===== src/rtl/bastim_int_ctrl.sv =====
// Basic-timer interrupt controller: counts reload events and raises a level or one-cycle IRQ at a threshold.
// Latency: an event at edge n is visible on event_cnt/int_pending/irq in cycle n+1; reset acts asynchronously.
// Backpressure: none; every reload pulse is counted, and events beyond saturation set the sticky int_ovf.
module bastim_int_ctrl #(
  parameter int CNT_W = 8
) (
  input  logic             ch_clk,
  input  logic             ch_rst,
  input  logic             int_status_ch_reload,
  input  logic             r_int_en,
  input  logic             r_int_mode,
  input  logic [CNT_W-1:0] r_int_thresh,
  input  logic             clr_req,
  output logic             irq,
  output logic             int_pending,
  output logic [CNT_W-1:0] event_cnt,
  output logic             int_ovf
);

  localparam logic [1:0] ST_IDLE    = 2'd0;
  localparam logic [1:0] ST_COLLECT = 2'd1;
  localparam logic [1:0] ST_FIRE    = 2'd2;

  localparam logic [CNT_W-1:0] CNT_MAX = '1;
  localparam logic [CNT_W-1:0] CNT_ONE = {{(CNT_W-1){1'b0}}, 1'b1};

  logic [1:0]       state;
  logic [1:0]       state_nxt;
  logic [CNT_W-1:0] thr;
  logic [CNT_W-1:0] base_cnt;
  logic [CNT_W-1:0] cnt_nxt;
  logic             ovf_nxt;
  logic             fire_entry;
  logic             irq_nxt;

  always_comb begin
    thr        = (r_int_thresh == '0) ? CNT_ONE : r_int_thresh;
    // A coincident clear is applied before the event is counted.
    base_cnt   = clr_req ? '0 : event_cnt;
    cnt_nxt    = base_cnt;
    ovf_nxt    = clr_req ? 1'b0 : int_ovf;
    state_nxt  = state;
    fire_entry = 1'b0;
    irq_nxt    = 1'b0;

    if (!r_int_en) begin
      state_nxt = ST_IDLE;
      cnt_nxt   = '0;
    end else begin
      if (int_status_ch_reload) begin
        if (base_cnt == CNT_MAX) begin
          ovf_nxt = 1'b1;
        end else begin
          cnt_nxt = base_cnt + CNT_ONE;
        end
      end

      // FIRE is only left through a clear; a raised threshold never drops it.
      if ((state == ST_FIRE) && !clr_req) begin
        state_nxt = ST_FIRE;
      end else if (cnt_nxt >= thr) begin
        state_nxt = ST_FIRE;
      end else if (cnt_nxt == '0) begin
        state_nxt = ST_IDLE;
      end else begin
        state_nxt = ST_COLLECT;
      end
    end

    // A clear that immediately re-fires counts as a fresh entry for pulse mode.
    fire_entry = (state_nxt == ST_FIRE) && ((state != ST_FIRE) || clr_req);
    irq_nxt    = (state_nxt == ST_FIRE) && (r_int_mode ? fire_entry : 1'b1);
  end

  always_ff @(posedge ch_clk or posedge ch_rst) begin
    if (ch_rst) begin
      state       <= ST_IDLE;
      event_cnt   <= '0;
      int_ovf     <= 1'b0;
      irq         <= 1'b0;
      int_pending <= 1'b0;
    end else begin
      state       <= state_nxt;
      event_cnt   <= cnt_nxt;
      int_ovf     <= ovf_nxt;
      irq         <= irq_nxt;
      int_pending <= (state_nxt == ST_FIRE);
    end
  end

endmodule


===== config.mk =====
export PLATFORM = sky130hd
export DESIGN_NAME = bastim_int_ctrl
export DESIGN_NICKNAME = d
export VERILOG_FILES = /design/src/rtl/bastim_int_ctrl.sv
export SDC_FILE = /design/constraint.sdc
export NUM_CORES = 1
export LEC_CHECK = 0
export ABC_AREA = 1
export CAP_MARGIN = 0
export CORE_MARGIN = 1.5
export CORE_UTILIZATION = 30
export CTS_BUF_LIST = sky130_fd_sc_hd__clkbuf_8
export DETAILED_ROUTE_END_ITERATION = 8
export DONT_BUFFER_PORTS = 1
export PLACE_DENSITY = 0.4
export REMOVE_ABC_BUFFERS = 1
export SYNTH_ARGS = -nofsm -noshare
export SYNTH_HDL_FRONTEND = slang
export SYNTH_SLANG_ARGS = --single-unit

===== constraint.sdc =====
create_clock -name ch_clk -period 3.01 [get_ports ch_clk]
set_input_delay 0.602 -clock ch_clk [delete_from_list [all_inputs] [get_ports ch_clk]]
set_output_delay 0.602 -clock ch_clk [all_outputs]
set_load 0.1 [all_outputs]

# Word level (Yosys, flattened, before mapping)
# Cells that the tools add are included.
# totals
register_bits	13
latchBits	0
mem_bits_rw	0
romBits	0
in_bits	14
output_inout_bits	11
word_cells	33
n_memories	0
# classes
add_sub_neg	1
mul	0
n_div	0
magnitude_cmp	1
eq_ne	4
shift	0
muxes	15
bitwise_logic	0
n_reduce_logical	7
# op_table
cell	n
8-bit 2-to-1 mux	6
8-bit logical NOT	2
8-bit by 1-bit adder with 8-bit output, second input constant	1
8-bit == test, second input constant	1
8-bit greater-or-equal comparator	1
1-bit 2-to-1 mux	6
2-bit 2-to-1 mux	3
2-bit == test, second input constant	2
1-bit logical AND	3
2-bit inequality test, second input constant	1
1-bit logical NOT	1
1-bit logical OR	1

# Logic depth before layout (Yosys ltp)
# logic_depth
depth_word	14
mapped_depth	21
depth_no_buf	20

# Worst setup path before layout
# OpenSTA, ideal clock, no wires.
# synth_timing
path_kind	register -> register
startpoint	reg event_cnt[0]
endpoint	reg irq
setup_time_ps	128
arrival_ps	2901
required_time_ps	2882
setup_slack_ps	-19
path_stages_with_launch	19
synth_period_minus_slack_ps	3029
path_cell_list	dfrtp_1 -> nand2_2 -> inv_1 -> ha_1 -> nand2_1 -> nor2_4 -> nand3_4 -> nand2_2 -> nand2_1 -> nand2_2 -> inv_1 -> ha_1 -> a21oi_1 -> o21ai_0 -> nand2_1 -> and2_1 -> nand3_1 -> nand2_1 -> a21oi_1
# synth_between
elab_chain_len	14
# synth_lines
element	line	source
from (decl)	16	output logic [CNT_W-1:0] event_cnt,
from (signal assigned)	84	event_cnt <= cnt_nxt;
8-bit 2-to-1 mux *	39	base_cnt = clr_req ? '0 : event_cnt;
8-bit by 1-bit adder with 8-bit output / 8-bit == test (equally long branches)	54, 51	
8-bit 2-to-1 mux	51	if (base_cnt == CNT_MAX) begin
8-bit 2-to-1 mux *	50	if (int_status_ch_reload) begin
8-bit 2-to-1 mux *	46	if (!r_int_en) begin
branches (longest 2 deep; another with 8-bit greater-or-equal comparator)	--	
2-bit 2-to-1 mux *	61	end else if (cnt_nxt >= thr) begin
2-bit 2-to-1 mux *	59	if ((state == ST_FIRE) && !clr_req) begin
2-bit 2-to-1 mux *	46	
2-bit == test *	71, 72	
1-bit logical AND	71	fire_entry = (state_nxt == ST_FIRE) && ((state != ST_FIRE) || clr_req);
1-bit 2-to-1 mux	72	irq_nxt = (state_nxt == ST_FIRE) && (r_int_mode ? fire_entry : 1'b1);
1-bit logical AND *	72	
net irq_nxt	34	logic irq_nxt;
to (signal assigned)	86	irq <= irq_nxt;
to (decl)	14	output logic irq,
# Mark *: on every way through the listed nets, which the timed path passes. The select of a mux whose other input is x is not followed.

# Worst setup path after layout
# layout_timing
startpoint	reg event_cnt[1]
endpoint	reg irq
# Same word-level chain as after synthesis.

==> report_table.html <==
<table>
<tr><th>Metric</th><th>Value</th></tr>
<tr><th colspan="2">Clock tree</th></tr>
<tr><td>Number of sinks handled by clock tree synthesis</td><td>13</td></tr>
<tr><td>CTS H-tree depth</td><td>1</td></tr>
<tr><td>Setup Buffers After CTS</td><td>0</td></tr>
<tr><td>Number of buffers inserted during clock tree synthesis</td><td>3</td></tr>
<tr><td>Number of hold buffers added after CTS</td><td>0</td></tr>
<tr><td>Clock latency of the later-clocked register in the worst-skew pair</td><td>0.24 ns</td></tr>
<tr><td>Max clock buf depth</td><td>2</td></tr>
<tr><td>CTS tree</td><td>built</td></tr>
<tr><td>Clock-pin slew of the registers on the worst-case setup and hold paths</td><td>0.06 ns</td></tr>
<tr><td>Cell at the root of the clock tree</td><td>clkbuf_8</td></tr>
<tr><td># resized after CTS</td><td>0</td></tr>
<tr><th colspan="2">Cells and area</th></tr>
<tr><td>Final core utilization</td><td>34.92%</td></tr>
<tr><td>Most common library cell in the layout ignoring fill and taps</td><td>inv_1</td></tr>
<tr><td>Final std cell area, no fill</td><td>1269 um2</td></tr>
<tr><td>Storage cell area</td><td>325.3 um2</td></tr>
<tr><td>Leading cell types in the layout, fill and taps excluded</td><td>inv_1 (29), nand2_1 (28), nor2_1 (15)</td></tr>
<tr><td>Antenna diode count</td><td>0</td></tr>
<tr><td>Final layout net count</td><td>183</td></tr>
<tr><td>Multi-input combinational cell area</td><td>roughly 650 um2</td></tr>
<tr><td>Proportion of layout cells with a drive suffix above 1</td><td>between 10% and 20%</td></tr>
<tr><td>Number of filler instances in the final layout</td><td>416</td></tr>
<tr><td>Final std cells w/o fill</td><td>207</td></tr>
<tr><td>Area growth from synthesis to layout</td><td>13.04%</td></tr>
<tr><th colspan="2">Power</th></tr>
<tr><td>P per Cell Area</td><td>approximately 330 nW/um2</td></tr>
<tr><td>Overall Power</td><td>0.4140 mW</td></tr>
<tr><td>Leakage power</td><td>0.7766 nW</td></tr>
<tr><td>Worst vdd rail ir drop</td><td>91.71 uV</td></tr>
<tr><th colspan="2">Drt</th></tr>
<tr><td>Violation count after the first detailed-routing iteration</td><td>26</td></tr>
<tr><td>Top Layer Used</td><td>met4</td></tr>
<tr><td>Final ANT Viol Nets</td><td>0</td></tr>
<tr><td>DR WL met3</td><td>a little over 60 um</td></tr>
<tr><td>Routed wirelength normalized by instance count</td><td>roughly 12 um</td></tr>
<tr><td>Detail Route met2 WL</td><td>1178 um</td></tr>
<tr><td>Number of detailed-route iterations in the first pass</td><td>4</td></tr>
<tr><td>Count of vias placed by the detailed router</td><td>918</td></tr>
<tr><td>Total wirelength of the detailed-routed design</td><td>2393 um</td></tr>
<tr><td>DRC violation count after routing</td><td>0</td></tr>
<tr><td>Post-Route M1 WL</td><td>1128 um</td></tr>
<tr><td>Vias per cell</td><td>4.435</td></tr>
<tr><th colspan="2">Worst setup path</th></tr>
<tr><td>Ordered cell list for the critical path</td><td>buf_4 -&gt; nand3_1 -&gt; nor2_4 -&gt; nand2_1 -&gt; nand2_1 -&gt; nand2_1 -&gt; a31o_1 -&gt; ha_1 -&gt; a21o_1 -&gt; inv_1 -&gt; o21a_1 -&gt; and2_1 -&gt; nand3_1 -&gt; nand2_1 -&gt; a21oi_1</td></tr>
<tr><td>Crit path max fanout</td><td>6</td></tr>
<tr><td>WP depth</td><td>15</td></tr>
<tr><td>Slowest stage cell on the critical path</td><td>dfrtp_1</td></tr>
<tr><td>Req. time, crit path</td><td>3.13 ns</td></tr>
<tr><td>Critical register-to-register path startpoint</td><td>event_cnt[1]</td></tr>
<tr><td>R2R depth</td><td>15</td></tr>
<tr><td>Startpoint of the most critical setup path</td><td>event_cnt[1]</td></tr>
<tr><td>Launching element type of the critical path</td><td>flop</td></tr>
<tr><td>Critical path endpoint category</td><td>flop</td></tr>
<tr><td>Critical path buffers and inverters</td><td>2</td></tr>
<tr><td>Cell repeated most along the worst path</td><td>nand2_1</td></tr>
<tr><td>Data arrival time of the worst path</td><td>2.66 ns</td></tr>
<tr><td>Dominant delay contributor by cell family on the critical path</td><td>simple AND/OR/NAND/NOR gates</td></tr>
<tr><td>Highest cell delay on the worst timing path</td><td>0.35 ns</td></tr>
<tr><td>Start-to-end type of the worst setup path</td><td>reg2reg</td></tr>
<tr><th colspan="2">Floorplanning</th></tr>
<tr><td>Core box area</td><td>3633 um2</td></tr>
<tr><td>DIE AREA</td><td>about 4000 um2</td></tr>
<tr><td>Width of the die</td><td>approximately 64 um</td></tr>
<tr><td>Initial core utilization</td><td>30.89%</td></tr>
<tr><td>Number of ports placed on the die boundary</td><td>25</td></tr>
<tr><td>Site row count</td><td>22</td></tr>
<tr><td>DIE HEIGHT</td><td>64.17 um</td></tr>
<tr><th colspan="2">STA</th></tr>
<tr><td>Final period demand of the worst path</td><td>2.531 ns</td></tr>
<tr><td>Number of failing hold endpoints at the final stage</td><td>0</td></tr>
<tr><td>Ratio of final minimum period to clock period</td><td>84.08%</td></tr>
<tr><td>Headroom to the max-slew limit</td><td>40.49%</td></tr>
<tr><td>Final Max Tran Viols</td><td>0</td></tr>
<tr><td>Final clock skew</td><td>0.0009908 ns</td></tr>
<tr><td>Accumulated negative setup slack</td><td>0 ns</td></tr>
<tr><td>Final worst slack</td><td>0.4792 ns</td></tr>
<tr><td>Worst hold slack after final layout</td><td>0.2669 ns</td></tr>
<tr><td>RSZ-0062 raised after global routing</td><td>false</td></tr>
<tr><td>Measured slew at the worst slew-check pin</td><td>0.8927 ns</td></tr>
<tr><td>Final setup viols</td><td>0</td></tr>
<tr><td>Max Clk Rate</td><td>0.3951 GHz</td></tr>
<tr><th colspan="2">Placement</th></tr>
<tr><td>Estimated wirelength of the detail-placed design</td><td>2065 um</td></tr>
<tr><td>Instance area at placement</td><td>1222 um2</td></tr>
<tr><td>Post-placement worst setup slack</td><td>0.2283 ns</td></tr>
<tr><td>Weighted congestion at the end of routability-driven global placement</td><td>0.8068</td></tr>
<tr><td>IO Port Bufs</td><td>0</td></tr>
<tr><td>Total instance count after detailed placement</td><td>203</td></tr>
<tr><th colspan="2">Global routing</th></tr>
<tr><td>Wire length of the first global-routing pass</td><td>4174 um</td></tr>
<tr><td>Total GRT Usage</td><td>12.86%</td></tr>
<tr><td>Final global-route overflow total</td><td>0</td></tr>
<tr><td>Via count of the first global-routing pass</td><td>944</td></tr>
<tr><td>Pin count of the biggest net entering global routing</td><td>14</td></tr>
<tr><td>Antenna violations before repair</td><td>0</td></tr>
<tr><th colspan="2">Synthesis</th></tr>
<tr><td>Count of different cell masters after synthesis</td><td>30</td></tr>
<tr><td>Register area share after synthesis</td><td>between 20% and 30%</td></tr>
<tr><td>Register bit total from synthesis</td><td>13</td></tr>
<tr><td>Number of warnings printed during yosys synthesis</td><td>0</td></tr>
<tr><td>Synthesized cell area</td><td>1122 um2</td></tr>
<tr><td>Mapped Avg Cell Area</td><td>7.583 um2</td></tr>
<tr><td>Post-synthesis instance total</td><td>148</td></tr>
<tr><th colspan="2">Worst hold path</th></tr>
<tr><td>Class of the worst hold path</td><td>in2async</td></tr>
<tr><th colspan="2">Status</th></tr>
<tr><td>Status</td><td>completed</td></tr>
<tr><th colspan="2">Job</th></tr>
<tr><td>Maximum Capacitance Violations</td><td>0</td></tr>
</table>
-- path summary, 6_finish.rpt --
kind,endpoint,slack [ns]
worst max-delay path,irq,0.48
worst min-delay path,event_cnt[6],0.27
worst max register to register,irq,0.48
worst min register to register,irq,0.54
max in group asynchronous,event_cnt[2],2.41
min in group ch_clk,irq,0.44
-- Yosys cell counts --
cell type / n / share of area (%)
a21o_1: 1 / 0.67
a21oi_1: 5 / 2.2
a31o_1: 1 / 0.78
a41o_1: 1 / 0.89
and2_1: 1 / 0.56
buf_12: 1 / 1.8
buf_4: 1 / 0.67
dfrtp_1: 13 / 29
ha_1: 9 / 10
inv_1: 29 / 9.7
inv_2: 2 / 0.67
nand2_1: 28 / 9.4
nand2_2: 6 / 3.3
nand2_4: 2 / 2.0
nand2_8: 1 / 1.8
nand3_1: 14 / 6.2
nand3_2: 1 / 0.89
nand3_4: 1 / 1.6
nand3b_1: 1 / 0.67
nand4_1: 3 / 1.7
nor2_1: 15 / 5.0
nor2_4: 2 / 2.0
nor2_8: 2 / 3.6
nor3_1: 1 / 0.45
nor3_2: 1 / 0.89
nor4_1: 1 / 0.56
o21a_1: 1 / 0.67
o21ai_0: 2 / 0.89
o31ai_1: 1 / 0.67
xor2_1: 1 / 0.78
-- cells by family after synthesis --
kind of cell,Yosys count,share of synthesized area [%]
AND/OR/NAND/NOR,80,40.58
buffers and inverters,33,12.82
flip-flops,13,28.99
AO/OA/AOI/OAI,12,6.801
adder cells (fa/ha/maj),9,10.03
XOR/XNOR,1,0.7805
-- registers in the layout (all words and copies together) (netlist names) --
signal,cells
irq,1
event_cnt,8
int_ovf,1
state,2
int_pending,1
-- report_power, final --
group	switching [mW]	leakage, nW	total, mW	internal, mW
sequential	0.00757	0.177	0.187	0.179
clock	0.0643	0.0255	0.156	0.0914
combinational	0.0512	0.574	0.0714	0.0201
-- metal layers --
| metal | GRT usage, % | vias up |
|---|---|---|
| met5 | 0 | - |
| met4 | 7.713 | 0 |
| met3 | 1.232 | 5 |
| met2 | 20.96 | 21 |
| met1 | 16.36 | 406 |
| li1 | - | 486 |
-- layout make-up --
class | instances | area share, %
multi-input cells | 102 | 51.48
flip-flops and latches | 13 | 25.64
inverters | 31 | 9.172
clock buffers | 3 | 3.254
repair buffers | 9 | 5.325
well taps | 48 | 4.734
clock inverters | 1 | 0.3945
-- worst register-to-register path, cell delays in order (launching register included) --
cell     delay [ns]
dfrtp_1        0.35
buf_4          0.30
nand3_1        0.17
nor2_4         0.20
nand2_1        0.09
nand2_1        0.06
nand2_1        0.07
a31o_1         0.22
ha_1           0.31
a21o_1         0.18
inv_1          0.04
o21a_1         0.10
and2_1         0.14
nand3_1        0.07
nand2_1        0.09
a21oi_1        0.05
Note: power is estimated with default switching activity, not from simulation.
